===== src/rtl/rf_writeback_pkg.sv =====
// Shared constants and types for the register-file writeback block.
package rf_writeback_pkg;

    localparam int unsigned REG_ADDR_W = 5;
    localparam int unsigned FIFO_DEPTH = 2;
    localparam int unsigned FIFO_PTR_W = $clog2(FIFO_DEPTH);
    localparam int unsigned FIFO_CNT_W = $clog2(FIFO_DEPTH + 1);

    typedef enum logic {
        SRC_ALU = 1'b0,
        SRC_MEM = 1'b1
    } src_e;

    function automatic src_e other_src(input src_e s);
        return (s == SRC_ALU) ? SRC_MEM : SRC_ALU;
    endfunction

endpackage


===== src/rtl/wb_fifo.sv =====
// Small FIFO holding {rd, data} entries for one writeback source.
module wb_fifo
    import rf_writeback_pkg::*;
#(
    parameter int unsigned WIDTH = 32
) (
    input  logic                  clk,
    input  logic                  rst_n,
    input  logic                  i_push,
    input  logic [WIDTH-1:0]      i_data,
    input  logic                  i_pop,
    output logic [WIDTH-1:0]      o_head,
    output logic [FIFO_CNT_W-1:0] o_count,
    output logic                  o_full,
    output logic                  o_empty
);

    localparam logic [FIFO_CNT_W-1:0] FULL_CNT = FIFO_CNT_W'(FIFO_DEPTH);
    localparam logic [FIFO_CNT_W-1:0] CNT_ONE  = FIFO_CNT_W'(1);
    localparam logic [FIFO_PTR_W-1:0] PTR_ONE  = FIFO_PTR_W'(1);

    logic [WIDTH-1:0]      r_mem [FIFO_DEPTH];
    logic [FIFO_PTR_W-1:0] r_wptr;
    logic [FIFO_PTR_W-1:0] r_rptr;
    logic [FIFO_CNT_W-1:0] r_count;

    logic w_push;
    logic w_pop;

    // A push into a full FIFO is dropped even if a pop happens on the same edge.
    assign w_push = i_push & ~o_full;
    assign w_pop  = i_pop & ~o_empty;

    always_ff @(posedge clk or negedge rst_n) begin
        if (!rst_n) begin
            r_wptr  <= '0;
            r_rptr  <= '0;
            r_count <= '0;
        end else begin
            if (w_push) begin
                r_wptr <= r_wptr + PTR_ONE;
            end
            if (w_pop) begin
                r_rptr <= r_rptr + PTR_ONE;
            end
            unique case ({w_push, w_pop})
                2'b10:   r_count <= r_count + CNT_ONE;
                2'b01:   r_count <= r_count - CNT_ONE;
                default: r_count <= r_count;
            endcase
        end
    end

    always_ff @(posedge clk) begin
        if (w_push) begin
            r_mem[r_wptr] <= i_data;
        end
    end

    assign o_head  = r_mem[r_rptr];
    assign o_count = r_count;
    assign o_full  = (r_count == FULL_CNT);
    assign o_empty = (r_count == '0);

endmodule


===== src/rtl/rf_writeback.sv =====
// Merges ALU and load results into the single register-file write port,
// with round-robin arbitration, x0 suppression and same-cycle read bypass.
module rf_writeback
    import rf_writeback_pkg::*;
#(
    parameter int unsigned WIDTH = 32
) (
    input  logic                  clk,
    input  logic                  rst_n,
    input  logic                  i_alu_valid,
    output logic                  o_alu_ready,
    input  logic [REG_ADDR_W-1:0] i_alu_rd,
    input  logic [WIDTH-1:0]      i_alu_data,
    input  logic                  i_mem_valid,
    output logic                  o_mem_ready,
    input  logic [REG_ADDR_W-1:0] i_mem_rd,
    input  logic [WIDTH-1:0]      i_mem_data,
    output logic [REG_ADDR_W-1:0] o_a3,
    output logic [WIDTH-1:0]      o_wd3,
    output logic                  o_we3,
    input  logic [REG_ADDR_W-1:0] i_byp_a1,
    input  logic [REG_ADDR_W-1:0] i_byp_a2,
    output logic                  o_byp_hit1,
    output logic                  o_byp_hit2,
    output logic [WIDTH-1:0]      o_byp_data1,
    output logic [WIDTH-1:0]      o_byp_data2
);

    localparam int unsigned ENTRY_W = REG_ADDR_W + WIDTH;
    localparam logic [FIFO_CNT_W-1:0] FULL_CNT = FIFO_CNT_W'(FIFO_DEPTH);

    logic                  r_live;
    src_e                  r_last_gnt;
    src_e                  w_pref;

    logic [ENTRY_W-1:0]    w_alu_entry;
    logic [ENTRY_W-1:0]    w_mem_entry;
    logic [ENTRY_W-1:0]    w_alu_head;
    logic [ENTRY_W-1:0]    w_mem_head;
    logic [ENTRY_W-1:0]    w_head;
    logic [FIFO_CNT_W-1:0] w_alu_count;
    logic [FIFO_CNT_W-1:0] w_mem_count;
    logic                  w_alu_full;
    logic                  w_mem_full;
    logic                  w_alu_empty;
    logic                  w_mem_empty;
    logic                  w_alu_push;
    logic                  w_mem_push;
    logic                  w_gnt_alu;
    logic                  w_gnt_mem;
    logic                  w_gnt;
    logic [REG_ADDR_W-1:0] w_head_rd;
    logic [WIDTH-1:0]      w_head_data;

    // Readies stay low through reset and rise on the first edge after release.
    always_ff @(posedge clk or negedge rst_n) begin
        if (!rst_n) begin
            r_live <= 1'b0;
        end else begin
            r_live <= 1'b1;
        end
    end

    assign o_alu_ready = r_live & ~w_alu_full;
    assign o_mem_ready = r_live & ~w_mem_full;

    assign w_alu_push  = i_alu_valid & o_alu_ready;
    assign w_mem_push  = i_mem_valid & o_mem_ready;
    assign w_alu_entry = {i_alu_rd, i_alu_data};
    assign w_mem_entry = {i_mem_rd, i_mem_data};

    wb_fifo #(
        .WIDTH (ENTRY_W)
    ) u_alu_fifo (
        .clk     (clk),
        .rst_n   (rst_n),
        .i_push  (w_alu_push),
        .i_data  (w_alu_entry),
        .i_pop   (w_gnt_alu),
        .o_head  (w_alu_head),
        .o_count (w_alu_count),
        .o_full  (w_alu_full),
        .o_empty (w_alu_empty)
    );

    wb_fifo #(
        .WIDTH (ENTRY_W)
    ) u_mem_fifo (
        .clk     (clk),
        .rst_n   (rst_n),
        .i_push  (w_mem_push),
        .i_data  (w_mem_entry),
        .i_pop   (w_gnt_mem),
        .o_head  (w_mem_head),
        .o_count (w_mem_count),
        .o_full  (w_mem_full),
        .o_empty (w_mem_empty)
    );

    assign w_pref = other_src(r_last_gnt);

    always_comb begin
        w_gnt_alu = 1'b0;
        w_gnt_mem = 1'b0;
        if (!w_alu_empty && !w_mem_empty) begin
            if (w_pref == SRC_ALU) begin
                w_gnt_alu = 1'b1;
            end else begin
                w_gnt_mem = 1'b1;
            end
        end else if (!w_alu_empty) begin
            w_gnt_alu = 1'b1;
        end else if (!w_mem_empty) begin
            w_gnt_mem = 1'b1;
        end
    end

    assign w_gnt = w_gnt_alu | w_gnt_mem;

    always_ff @(posedge clk or negedge rst_n) begin
        if (!rst_n) begin
            r_last_gnt <= SRC_MEM;
        end else if (w_gnt_alu) begin
            r_last_gnt <= SRC_ALU;
        end else if (w_gnt_mem) begin
            r_last_gnt <= SRC_MEM;
        end
    end

    always_comb begin
        w_head = '0;
        if (w_gnt_alu) begin
            w_head = w_alu_head;
        end else if (w_gnt_mem) begin
            w_head = w_mem_head;
        end
    end

    assign w_head_rd   = w_head[ENTRY_W-1 -: REG_ADDR_W];
    assign w_head_data = w_head[WIDTH-1:0];

    // x0 entries still pop; only the write enable is suppressed.
    assign o_a3  = w_head_rd;
    assign o_wd3 = w_head_data;
    assign o_we3 = w_gnt & (w_head_rd != '0);

    assign o_byp_hit1  = o_we3 & (o_a3 == i_byp_a1);
    assign o_byp_hit2  = o_we3 & (o_a3 == i_byp_a2);
    assign o_byp_data1 = o_byp_hit1 ? o_wd3 : '0;
    assign o_byp_data2 = o_byp_hit2 ? o_wd3 : '0;

    a_alu_full_cnt: assert property (@(posedge clk) disable iff (!rst_n)
        w_alu_full == (w_alu_count == FULL_CNT));
    a_mem_full_cnt: assert property (@(posedge clk) disable iff (!rst_n)
        w_mem_full == (w_mem_count == FULL_CNT));

endmodule


===== config.mk =====
export PLATFORM = sky130hd
export DESIGN_NAME = rf_writeback
export DESIGN_NICKNAME = d
export VERILOG_FILES = /design/src/rtl/rf_writeback_pkg.sv /design/src/rtl/wb_fifo.sv /design/src/rtl/rf_writeback.sv
export SDC_FILE = /design/constraint.sdc
export NUM_CORES = 1
export LEC_CHECK = 0
export BUFFER_PORTS_ARGS = -buffer_cell sky130_fd_sc_hd__clkbuf_2
export CORE_UTILIZATION = 30
export CTS_BUF_LIST = sky130_fd_sc_hd__clkbuf_8
export DETAILED_ROUTE_END_ITERATION = 12
export GPL_ROUTABILITY_DRIVEN = 0
export SLEW_MARGIN = 10
export SYNTH_ARGS = -nofsm -noshare
export SYNTH_HDL_FRONTEND = slang
export SYNTH_SLANG_ARGS = --single-unit

===== constraint.sdc =====
create_clock -name clk -period 3.3 [get_ports clk]
set_input_delay 0.66 -clock clk [delete_from_list [all_inputs] [get_ports clk]]
set_output_delay 0.66 -clock clk [all_outputs]
set_load 0.02 [all_outputs]

# Word-level counts from Yosys, hierarchy flattened

Memory sizes are Yosys's and may differ from the RTL's.
Cells that the tools add are included.

Register bits: 10
RAM bits: 148
Input port bits: 88
Output and inout port bits: 106
Logic and storage cells: 70
Memories kept: 2

Memories:

| name             | depth | width | rd ports | clocked after Yosys merged registers in | write ports | line          | source |
|---|---|---|---|---|---|---|---|
| u_alu_fifo.r_mem | 2     | 37    | 1        | 0                                       | 1           | wb_fifo.sv:22 | `logic [WIDTH-1:0] r_mem [FIFO_DEPTH];` |
| u_mem_fifo.r_mem | 2     | 37    | 1        | 0                                       | 1           | wb_fifo.sv:22 |  |

Add/sub/neg operators: 8
Equal/unequal tests: 8
Mux-type cells: 19
Bitwise gates (word level): 16
Reduce and logical (&&, ||, !) cells: 9

Operator list:

| cell                                                               | count |
|---|---|
| 37-bit 2-to-1 mux                                                  | 2 |
| 32-bit 2-to-1 mux                                                  | 2 |
| 1-bit 2-to-1 mux                                                   | 13 |
| 1-bit bitwise AND                                                  | 11 |
| 5-bit == test                                                      | 2 |
| 2-bit == test, second input constant                               | 4 |
| 2-bit case mux with 2 select lines                                 | 2 |
| 2-bit nonzero test                                                 | 3 |
| 5-bit nonzero test                                                 | 1 |
| 1-bit adder, second input constant                                 | 4 |
| 2-bit by 1-bit adder with 2-bit output, second input constant      | 2 |
| 2-bit by 1-bit == test with 1-bit output, second input constant    | 2 |
| 2-bit logical NOT                                                  | 2 |
| 1-bit inverter                                                     | 4 |
| 2-bit by 1-bit subtractor with 2-bit output, second input constant | 2 |
| 1-bit logical NOT                                                  | 2 |
| 1-bit logical AND                                                  | 1 |
| 1-bit OR                                                           | 1 |

# Longest topological paths before layout

Gate-level depths: netlist of the first run.

Depth in word-level cells: 10
Mapped depth: 10
Mapped depth without buffers: 7

# Cells and area by module

Synthesis of the first run repeated with hierarchy kept, for this count alone.

Cell total of the unflattened synthesis: 424
Area, all modules: 7,596.0 µm²

Modules (own cells, without submodules):

| module       | instances | cells an instance | area each (µm²) | sequential area each (µm²) |
|---|---|---|---|---|
| wb_fifo      | 2         | 133               | 2,949.1         | 2,322.2 |
| rf_writeback | 1         | 158               | 1,697.9         | 51.3 |

# Least setup slack after synthesis of the first run

No wires, ideal clock.

Kind: register to register
Start: register u_alu_fifo.r_count[0] (netlist: u_alu_fifo.o_count[0])
End: memory u_alu_fifo.r_mem[0][0] (netlist bit), enable pin
Library setup time: 0.431 ns
Arrival time: 2.915 ns
Data required time: 2.869 ns
Setup slack: -0.046 ns
Stages on the path, launching flop included: 6
Path buffers: 1
Period minus slack after synthesis: 3.346 ns
Path through: dfrtp_1 > buf_2 > inv_1 > a21boi_0 > nand2_1 > nor2_1

Longest elaborated chain between the ends: 7

Ends and longest elaborated chain:

| element                                | line               | source |
|---|---|---|
| start, declared                        | wb_fifo.sv:25      | `logic [FIFO_CNT_W-1:0] r_count;` |
| start signal, assigned                 | wb_fifo.sv:47      | `2'b10: r_count <= r_count + CNT_ONE;` |
| start signal, assigned                 | wb_fifo.sv:48      | `2'b01: r_count <= r_count - CNT_ONE;` |
| start signal, assigned                 | wb_fifo.sv:49      | `default: r_count <= r_count;` |
| 2-bit == test                          | wb_fifo.sv:62      | `assign o_full = (r_count == FULL_CNT);` |
| 1-bit inverter                         | rf_writeback.sv:64 | `assign o_alu_ready = r_live & ~w_alu_full;` |
| 1-bit bitwise AND                      | rf_writeback.sv:64 |  |
| net o_alu_ready                        | rf_writeback.sv:11 | `output logic o_alu_ready,` |
| 1-bit bitwise AND                      | rf_writeback.sv:67 | `assign w_alu_push = i_alu_valid & o_alu_ready;` |
| 1-bit bitwise AND                      | wb_fifo.sv:31      | `assign w_push = i_push & ~o_full;` |
| 1-bit 2-to-1 mux                       | wb_fifo.sv:55      | `if (w_push) begin` |
| 1-bit 2-to-1 mux (implied by the code) | wb_fifo.sv:56      | `r_mem[r_wptr] <= i_data;` |
| end, declared                          | wb_fifo.sv:22      |  |

The timed path passes the listed nets, and every way through them passes these cells.

# Final worst setup path of the first run

Start: register r_last_gnt
End: output o_byp_data1[14]

Longest elaborated chain between the ends: 8
Elaborated cells on any way between the ends: 12
Classes of those cells: eq/ne: 1; mux: 7; bitwise: 3; reduce/logical: 1

Ends and longest elaborated chain:

| element                | line                | source |
|---|---|---|
| start, declared        | rf_writeback.sv:33  | `src_e r_last_gnt;` |
| start signal, assigned | rf_writeback.sv:122 | `r_last_gnt <= SRC_MEM;` |
| start signal, assigned | rf_writeback.sv:124 | `r_last_gnt <= SRC_ALU;` |
| start signal, assigned | rf_writeback.sv:126 | `r_last_gnt <= SRC_MEM;` |
| 1-bit 2-to-1 mux       | rf_writeback.sv:106 | `if (w_pref == SRC_ALU) begin` |
| 1-bit 2-to-1 mux       | rf_writeback.sv:105 | `if (!w_alu_empty && !w_mem_empty) begin` |
| 37-bit 2-to-1 mux      | rf_writeback.sv:134 | `end else if (w_gnt_mem) begin` |
| 37-bit 2-to-1 mux      | rf_writeback.sv:132 | `if (w_gnt_alu) begin` |
| 5-bit nonzero test     | rf_writeback.sv:145 | `assign o_we3 = w_gnt & (w_head_rd != '0);` |
| 1-bit bitwise AND      | rf_writeback.sv:145 |  |
| 1-bit bitwise AND      | rf_writeback.sv:147 | `assign o_byp_hit1 = o_we3 & (o_a3 == i_byp_a1);` |
| 32-bit 2-to-1 mux *    | rf_writeback.sv:149 | `assign o_byp_data1 = o_byp_hit1 ? o_wd3 : '0;` |
| end, declared          | rf_writeback.sv:25  | `output logic [WIDTH-1:0] o_byp_data1,` |

Mark *: on every way between the ends. The rest lies on a longest branch, timed or not.

==> results of run 1 <==
[power breakdown]
group	switching, mW	leakage, nW	internal [mW]	total, mW
clock	0.744	0.209	0.770	1.51
combinational	3.99	2.16	2.19	6.18
sequential	0.122	1.47	2.52	2.64
total	4.86	3.84	5.48	10.3
[cells in the final DEF, fill, tap and decap left out, types with 4 or more instances in the layout]
master      n
o22ai_1    22
or3_1       4
dfrtp_1     7
buf_6       8
mux2i_1    69
o21ai_0    64
a211oi_4    9
inv_6       4
buf_4     100
xnor2_1     8
mux2_2     12
nand2_1    16
clkbuf_8   26
a211oi_2   57
nor2_1      6
nor3_4      4
buf_12     13
inv_1       8
nand3_1     7
edfxtp_1  148
clkbuf_2  127
[worst max-delay path, cell delays in order (launching register included)]
cell       delay, ns
dfstp_2         0.55
o21ba_4         0.16
or4_4           0.52
buf_6           0.15
a2111oi_4       0.33
o211ai_4        0.14
buf_12          0.19
a211oi_4        0.28
clkbuf_8        0.19
[cell families after synthesis]
group           Yosys count  share of synthesized area (%)
buf+inv                  54                          3.539
compound gates          172                          18.56
mux                      84                          11.16
simple gates             60                          4.012
fa+ha+maj                 2                         0.3262
other cells               1                        0.04888
flops                   158                          61.21
xor+xnor                 10                          1.142
[per-layer routing]
layer | vias to the layer above | GRT usage [%]
met5 | - | 0
met4 | 0 | 5.446
met3 | 23 | 4.341
met2 | 183 | 29.96
met1 | 2802 | 24.17
li1 | 2592 | -
[per-stage QoR]
stage               worst slack (ns)  instance area (µm²)
detailed placement          -0.07967                 9320
floorplan                     0.1118                 7686
finish                       -0.3382                10370
global placement            -0.04928                 9320
global route                 -0.4526                10370
CTS                          -0.3640                10280
[cell usage after synthesis, drive strengths merged]
master   number
o21ai        65
nor3         10
o22ai        22
or2           3
a211oi       66
nand4b        2
nand3         7
inv           7
clkbuf       19
o211ai        4
conb          1
dfrtp         9
dfstp         1
a21o          3
nor2         10
xnor2         8
edfxtp      148
buf          28
o21a          3
o21ba         1
or4           2
mux2         12
and3          2
nor4b         2
mux2i        72
ha            2
a2111oi       2
nor4          2
a21boi        4
a21oi         2
nand2        16
or3           4
xor2          2
[what timing repair did]
action | CTS | global route
setup endpoints to repair | 69 | 72
setup buffers | 13 | 6
gates cloned | 2 | 0
pin swaps | 26 | 10
gates resized for setup | 99 | 89
[flip-flops by register name (all words and copies together) (netlist names)]
signal and count:
r_last_gnt 1, r_live 1, u_alu_fifo.r_rptr 1, u_mem_fifo.r_wptr 1, u_alu_fifo.r_wptr 1, u_mem_fifo.r_rptr 1
u_mem_fifo.o_count 2, u_mem_fifo.r_mem 74, u_alu_fifo.r_mem 74, u_alu_fifo.o_count 2
[cell type report]
| class | count | area share, % |
|---|---|---|
| clock buffers | 18 | 2.388 |
| clock inverters | 14 | 1.628 |
| inverters | 7 | 0.3015 |
| multi-input cells | 329 | 28.46 |
| flip-flops and latches | 158 | 45.29 |
| well taps | 330 | 3.980 |
| repair buffers | 257 | 17.95 |
[worst max path at each step]
stage,from,endpoint,slack (ns),cells past startpoint
detailed placement,r_last_gnt,o_byp_data1[11],-0.08,8
finish,r_last_gnt,o_byp_data1[14],-0.34,8
global placement,u_alu_fifo.o_count[1],o_byp_data2[31],-0.05,8
global route,u_alu_fifo.o_count[1],o_byp_data2[18],-0.45,8
floorplan,r_last_gnt,o_byp_data1[0],0.11,6
CTS,r_last_gnt,o_byp_data1[28],-0.36,8
==> reports/results.ini, run 1 <==
[layout]
post-route-util_pct=41.31
multi_input_combinational_cell_area_um2=2953
num-fill-cells=2363
drive_gt1_share_pct=50.57
sequential_cell_area_um2=4698
antenna_cells_inserted=0
flow.area_growth_from_synthesis_pct=35.23
fin_cells=1113
nets=860

[placement]
post-dp-hpwl_um=16300
post-place-cells=1063
io_buffers=193

[floorplan]
die_h_um=161.9
dieArea_um2=26210
pin_count=194
row_count=58
floorplan.initialDensity_pct=30.55
dieWidth_um=161.9
core_region_area_um2=25110

[timing]
setup_violations=66
finalHoldWorstSlack_ns=0.07145
grt_setup_unrepaired=yes
final_max_slew_viol_count=0
period_minus_slack_ns=3.638
timing_worst_slew_pin_value_ns=0.7108
post-route-period-util_pct=110.2
clock-skew-final_ns=0.009164
maxClockFrequency_ghz=0.2749
timing.final.ws_setup_ns=-0.3382
relSlewSlack_pct=52.50
setup_total_negative_slack_ns=-16.26
hold_viol=0

[setup_path]
critPathKind=reg2out
required_time_of_the_critical_path_ns=2.64
r2r_slack_ns=0.93
reg2regPathDepth=6
r2r-start=u_alu_fifo.o_count[1]
critical_path.max_fanout=16
startpoint_kind_of_the_worst_setup_timing_path=flip-flop
endpoint_kind=primary output
r2r_end=u_alu_fifo.r_mem[0][31]
worstPathArrival_ns=2.98

[grt]
gr-usage-all-layers_pct=18.37
grt_pass1_vias=5583
grt_pass1_wl_um=34910
antenna_violations_before_repair=0
globalRouteOverflowTotal=0
grt_max_degree=34

[status]
outcome=complete, but fails checks
violated_checks=setup timing

[clock_network]
clock_sink_count=158
holdBufCountCts=0
cts-root-buf=clkbuf_8
numCtsBuffers=17
worst_skew_pair.late_latency_ns=0.45
tritoncts=yes
worst_setup_hold_path_clk_slew_ns=0.09
ctsHtreeMaxLevel=4
clock_path_buffers=2

[power_and_ir_drop]
max-vdd-ir-drop_mv=0.4207
power.leakage_nw=3.839
power_density_nw_per_um2=996.1
p_total_mw=10.33

[logic_synthesis]
synth_warnings=0
synthDistinctLibCells=43
synthDominantAreaCellType=edfxtp_1
synth_top_area_share_pct=57.94
synth-seq-cells=158
mappedNetlistNets=631
post_synth_instance_area_um2=7671
synthTopCellsByArea=edfxtp_1 (58%), a211oi_2 (9.8%), mux2i_1 (9.4%)
synth-seq-area-share_pct=61.21
postSynthCellCount=541
synth.avg_cell_area_um2=14.18

[routing]
wl_met2_um=11540
remaining_drc_errors=0
routed_wire_length_per_instance_um=21.36
post_drt_via_cell_ratio=5.031
detailedRoute.firstPassIterationCount=5
final_routed_wirelength_um=23770
drtIter0Drc=315
vias=5600
met3_routed_wirelength_um=1380
met1_length_um=10470
top_layer_used=met4
route.antenna.remaining_nets=0

[min_path]
min_path_type=in2async

[job]
maxCapViolCount=0

Note: power is estimated with default switching activity, not from simulation.
==> inputs of run 2 (changes only) <==
- SYNTH_HIERARCHICAL: not set -> 1
==> run 2 against run 1 <==
Against the previous run:
- global-route usage fell by 3.4 points
- the flow still finishes with violations (setup timing)
- hold slack barely moved
- fmax rose by 7.0%
- setup slack improved by 0.24 ns
- critical path depth rose by 1
- critical path type unchanged
- die area fell by 0.97%
- first-iteration DRC count fell by 43%
==> reports/results.ini, run 2 <==
[placement]
post-dp-hpwl_um=12790  ; -22%
io_buffers=193  ; unchanged
place_ws_ns=0.09763  ; +0.1773 ns
post-place-cells=931  ; -12%

[logic_synthesis]
synthTopCellsByArea=edfxtp_1 (59%), nor3b_2 (8.9%), mux2_4 (7.9%)
synth.area.mux_share_pct=12.95  ; +1.8 points
synth-edff-count=148  ; unchanged
mappedNetlistNets=514  ; -19%
synthDistinctLibCells=35  ; -19%
synth-compound-area-share_pct=6.029  ; -13 points
synth-seq-cells=158  ; unchanged
synth.avg_cell_area_um2=17.92  ; +26%
synth_simple_gate_area_share_pct=12.29  ; +8.3 points
yosys.area_share.adder_pct=0.3294  ; +0.0032 points
yosys.area_share.xor_xnor_pct=2.701  ; +1.6 points
synthDominantAreaCellType=edfxtp_1
most_frequent_cell_after_synthesis=edfxtp_1
main_combinational_cell_family_by_area_after_synthesis=multiplexers
synth.cells.most_frequent=edfxtp_1 (148), nor3b_2 (54), mux2_4 (40), mux2_2 (34), a22o_1 (30)
postSynthCellCount=424  ; -22%
synth_top_area_share_pct=58.51  ; +0.57 points
synth-seq-area-share_pct=61.82  ; +0.60 points
post_synth_instance_area_um2=7596  ; -0.98%
postSynth.topFlopCell=edfxtp_1
asyncSetResetFlopFracSynth_pct=6.329  ; unchanged
synth_warnings=6  ; +6

[setup_path]
startpoint_kind_of_the_worst_setup_timing_path=flip-flop
worstPathArrival_ns=2.74  ; -0.24 ns
critPathKind=reg2out
endpoint_kind=primary output
required_time_of_the_critical_path_ns=2.64  ; about the same
critical_path.max_fanout=8  ; -8

[status]
outcome=complete, but fails checks
violated_checks=setup timing

[grt]
globalRouteOverflowTotal=0  ; unchanged
gr-usage-all-layers_pct=15.01  ; -3.4 points
grt_max_degree=38  ; +12%
grt_pass1_wl_um=28480  ; -18%
antenna_violations_before_repair=0  ; unchanged
grt_pass1_vias=4790  ; -14%

[floorplan]
core_region_area_um2=24600  ; -2.0%
floorplan.initialDensity_pct=30.87  ; +0.32 points
dieWidth_um=161.1  ; -0.48%
row_count=57  ; -1.7%
dieArea_um2=25960  ; -0.97%
die_h_um=161.1  ; -0.48%
pin_count=194  ; unchanged

[timing]
clock-skew-final_ns=0.009503  ; +0.0003388 ns
maxClockFrequency_ghz=0.2941  ; +7.0%
grt_setup_unrepaired=yes
setup_violations=56  ; -15%
relSlewSlack_pct=60.86  ; +8.4 points
hold_viol=0  ; unchanged
timing.final.ws_setup_ns=-0.1001  ; +0.2381 ns
final_max_slew_viol_count=0  ; unchanged
setup_total_negative_slack_ns=-2.263  ; +13.99 ns
timing_worst_slew_pin_value_ns=0.5871  ; -0.1237 ns
post-route-period-util_pct=103.0  ; -7.2 points
period_minus_slack_ns=3.400  ; -0.2381 ns

[routing]
drtIter0Drc=180  ; -43%
route.antenna.remaining_nets=0  ; unchanged
final_routed_wirelength_um=19680  ; -17%
post_drt_via_cell_ratio=4.584  ; -8.9%
detailedRoute.firstPassIterationCount=4  ; -1
vias=4474  ; -20%
routed_wire_length_per_instance_um=20.16  ; -5.6%
remaining_drc_errors=0  ; unchanged

[clock_network]
ctsHtreeMaxLevel=4  ; unchanged
clock_sink_count=158  ; unchanged
tritoncts=yes
cts-root-buf=clkbuf_8
clock_path_buffers=2  ; unchanged
worst_skew_pair.late_latency_ns=0.45  ; about the same
worst_setup_hold_path_clk_slew_ns=0.08  ; about the same
numCtsBuffers=17  ; unchanged

[layout]
post-route-util_pct=40.19  ; -1.1 points
antenna_cells_inserted=0  ; unchanged
layout_common_cells=edfxtp_1 (148), clkbuf_2 (142), nor3b_2 (53)
nets=729  ; -15%
num-fill-cells=2290  ; -3.1%
flow.area_growth_from_synthesis_pct=30.18
largest_registers=u_alu_fifo/r_mem x74, u_mem_fifo/r_mem x74
drive_gt1_share_pct=65.03  ; +14 points
multi_input_combinational_cell_area_um2=2771  ; -6.1%
layout.cells.most_common=edfxtp_1
fin_cells=976  ; -12%
sequential_cell_area_um2=4698  ; unchanged

[power_and_ir_drop]
max-vdd-ir-drop_mv=0.5131  ; +22%
power_density_nw_per_um2=1060  ; +6.4%
power.leakage_nw=3.812  ; -0.70%
p_total_mw=10.48  ; +1.4%

[job]
maxCapViolCount=0  ; unchanged

[min_path]
min_path_type=in2async

==> run 2: final timing paths <==
check	from	end	slack [ns]	cells past startpoint
worst max register to register	u_mem_fifo/o_count[0]	u_alu_fifo/o_count[1]	1.15	7
min in group clk	i_mem_data[30]	u_mem_fifo/r_mem[0][30]	0.40	1
max in group asynchronous	rst_n	r_last_gnt	2.96	1
worst min register to register	u_mem_fifo/o_count[1]	u_mem_fifo/o_count[1]	0.54	1
worst min-delay path	rst_n	r_live	0.07	1
worst max-delay path	u_mem_fifo/r_rptr	o_byp_data1[28]	-0.10	9
==> run 2: cells by family (layout without fill, tap and decap cells) <==
logic type / after synthesis / count (layout)
buffers and inverters: 38 / 266
XOR/XNOR: 20 / 20
AND/OR/NAND/NOR: 90 / 90
other: 1 / 1
adder cells (fa/ha/maj): 2 / 2
flip-flops: 158 / 158
AO/OA/AOI/OAI: 41 / 41
multiplexers: 74 / 74
==> run 2: critical path, stage by stage (launching register included) <==
cell,delay (ns)
dfrtp_2,0.51
mux2_4,0.34
a32oi_4,0.26
buf_6,0.15
xor2_4,0.18
o211ai_4,0.11
buf_6,0.15
clkbuf_16,0.18
nor3b_4,0.23
clkbuf_8,0.18
==> run 2: report_power, final <==
group	total, mW	switching (mW)	leakage, nW	internal [mW]
registers	2.68	0.151	1.46	2.53
logic	6.40	3.66	2.16	2.74
clock network	1.40	0.734	0.196	0.671
total	10.5	4.54	3.81	5.94
==> run 2: through the flow <==
step / cell area, µm² / hold WS (ns)
after floorplan: 7596 / 0.3644
after global placement: 8936 / 0.4838
after detailed placement: 8936 / 0.5026
after CTS: 9615 / 0.05159
after global routing: 9888 / 0.04595
final: 9888 / 0.07169
==> run 2: cell type report <==
type / instances / area share, %
Sequential cell: 158 / 47.51
Multi-Input combinational cell: 228 / 28.03
Tap cell: 324 / 4.100
Timing Repair Buffer: 225 / 16.15
Inverter: 9 / 0.3416
Clock inverter: 15 / 1.506
Clock buffer: 17 / 2.366
==> run 2: routing by layer <==
layer / GRT usage, % / vias to the layer above / part of all wire, %
li1: - / 2066 / -
met1: 18.12 / 2243 / 42
met5: 0 / - / 0
met4: 4.245 / 0 / 1.0
met2: 26.02 / 147 / 51
met3: 4.237 / 18 / 5.5
==> run 2: repair_timing <==
item                                   4_1_cts  5_1_grt
endpoints found under the hold margin        0        0
pin swaps                                    7       26
setup buffers                               10        0
setup endpoints to repair                   67       68
cloned                                       1        3
gates resized for setup                     54       99
hold buffers                                 0        0
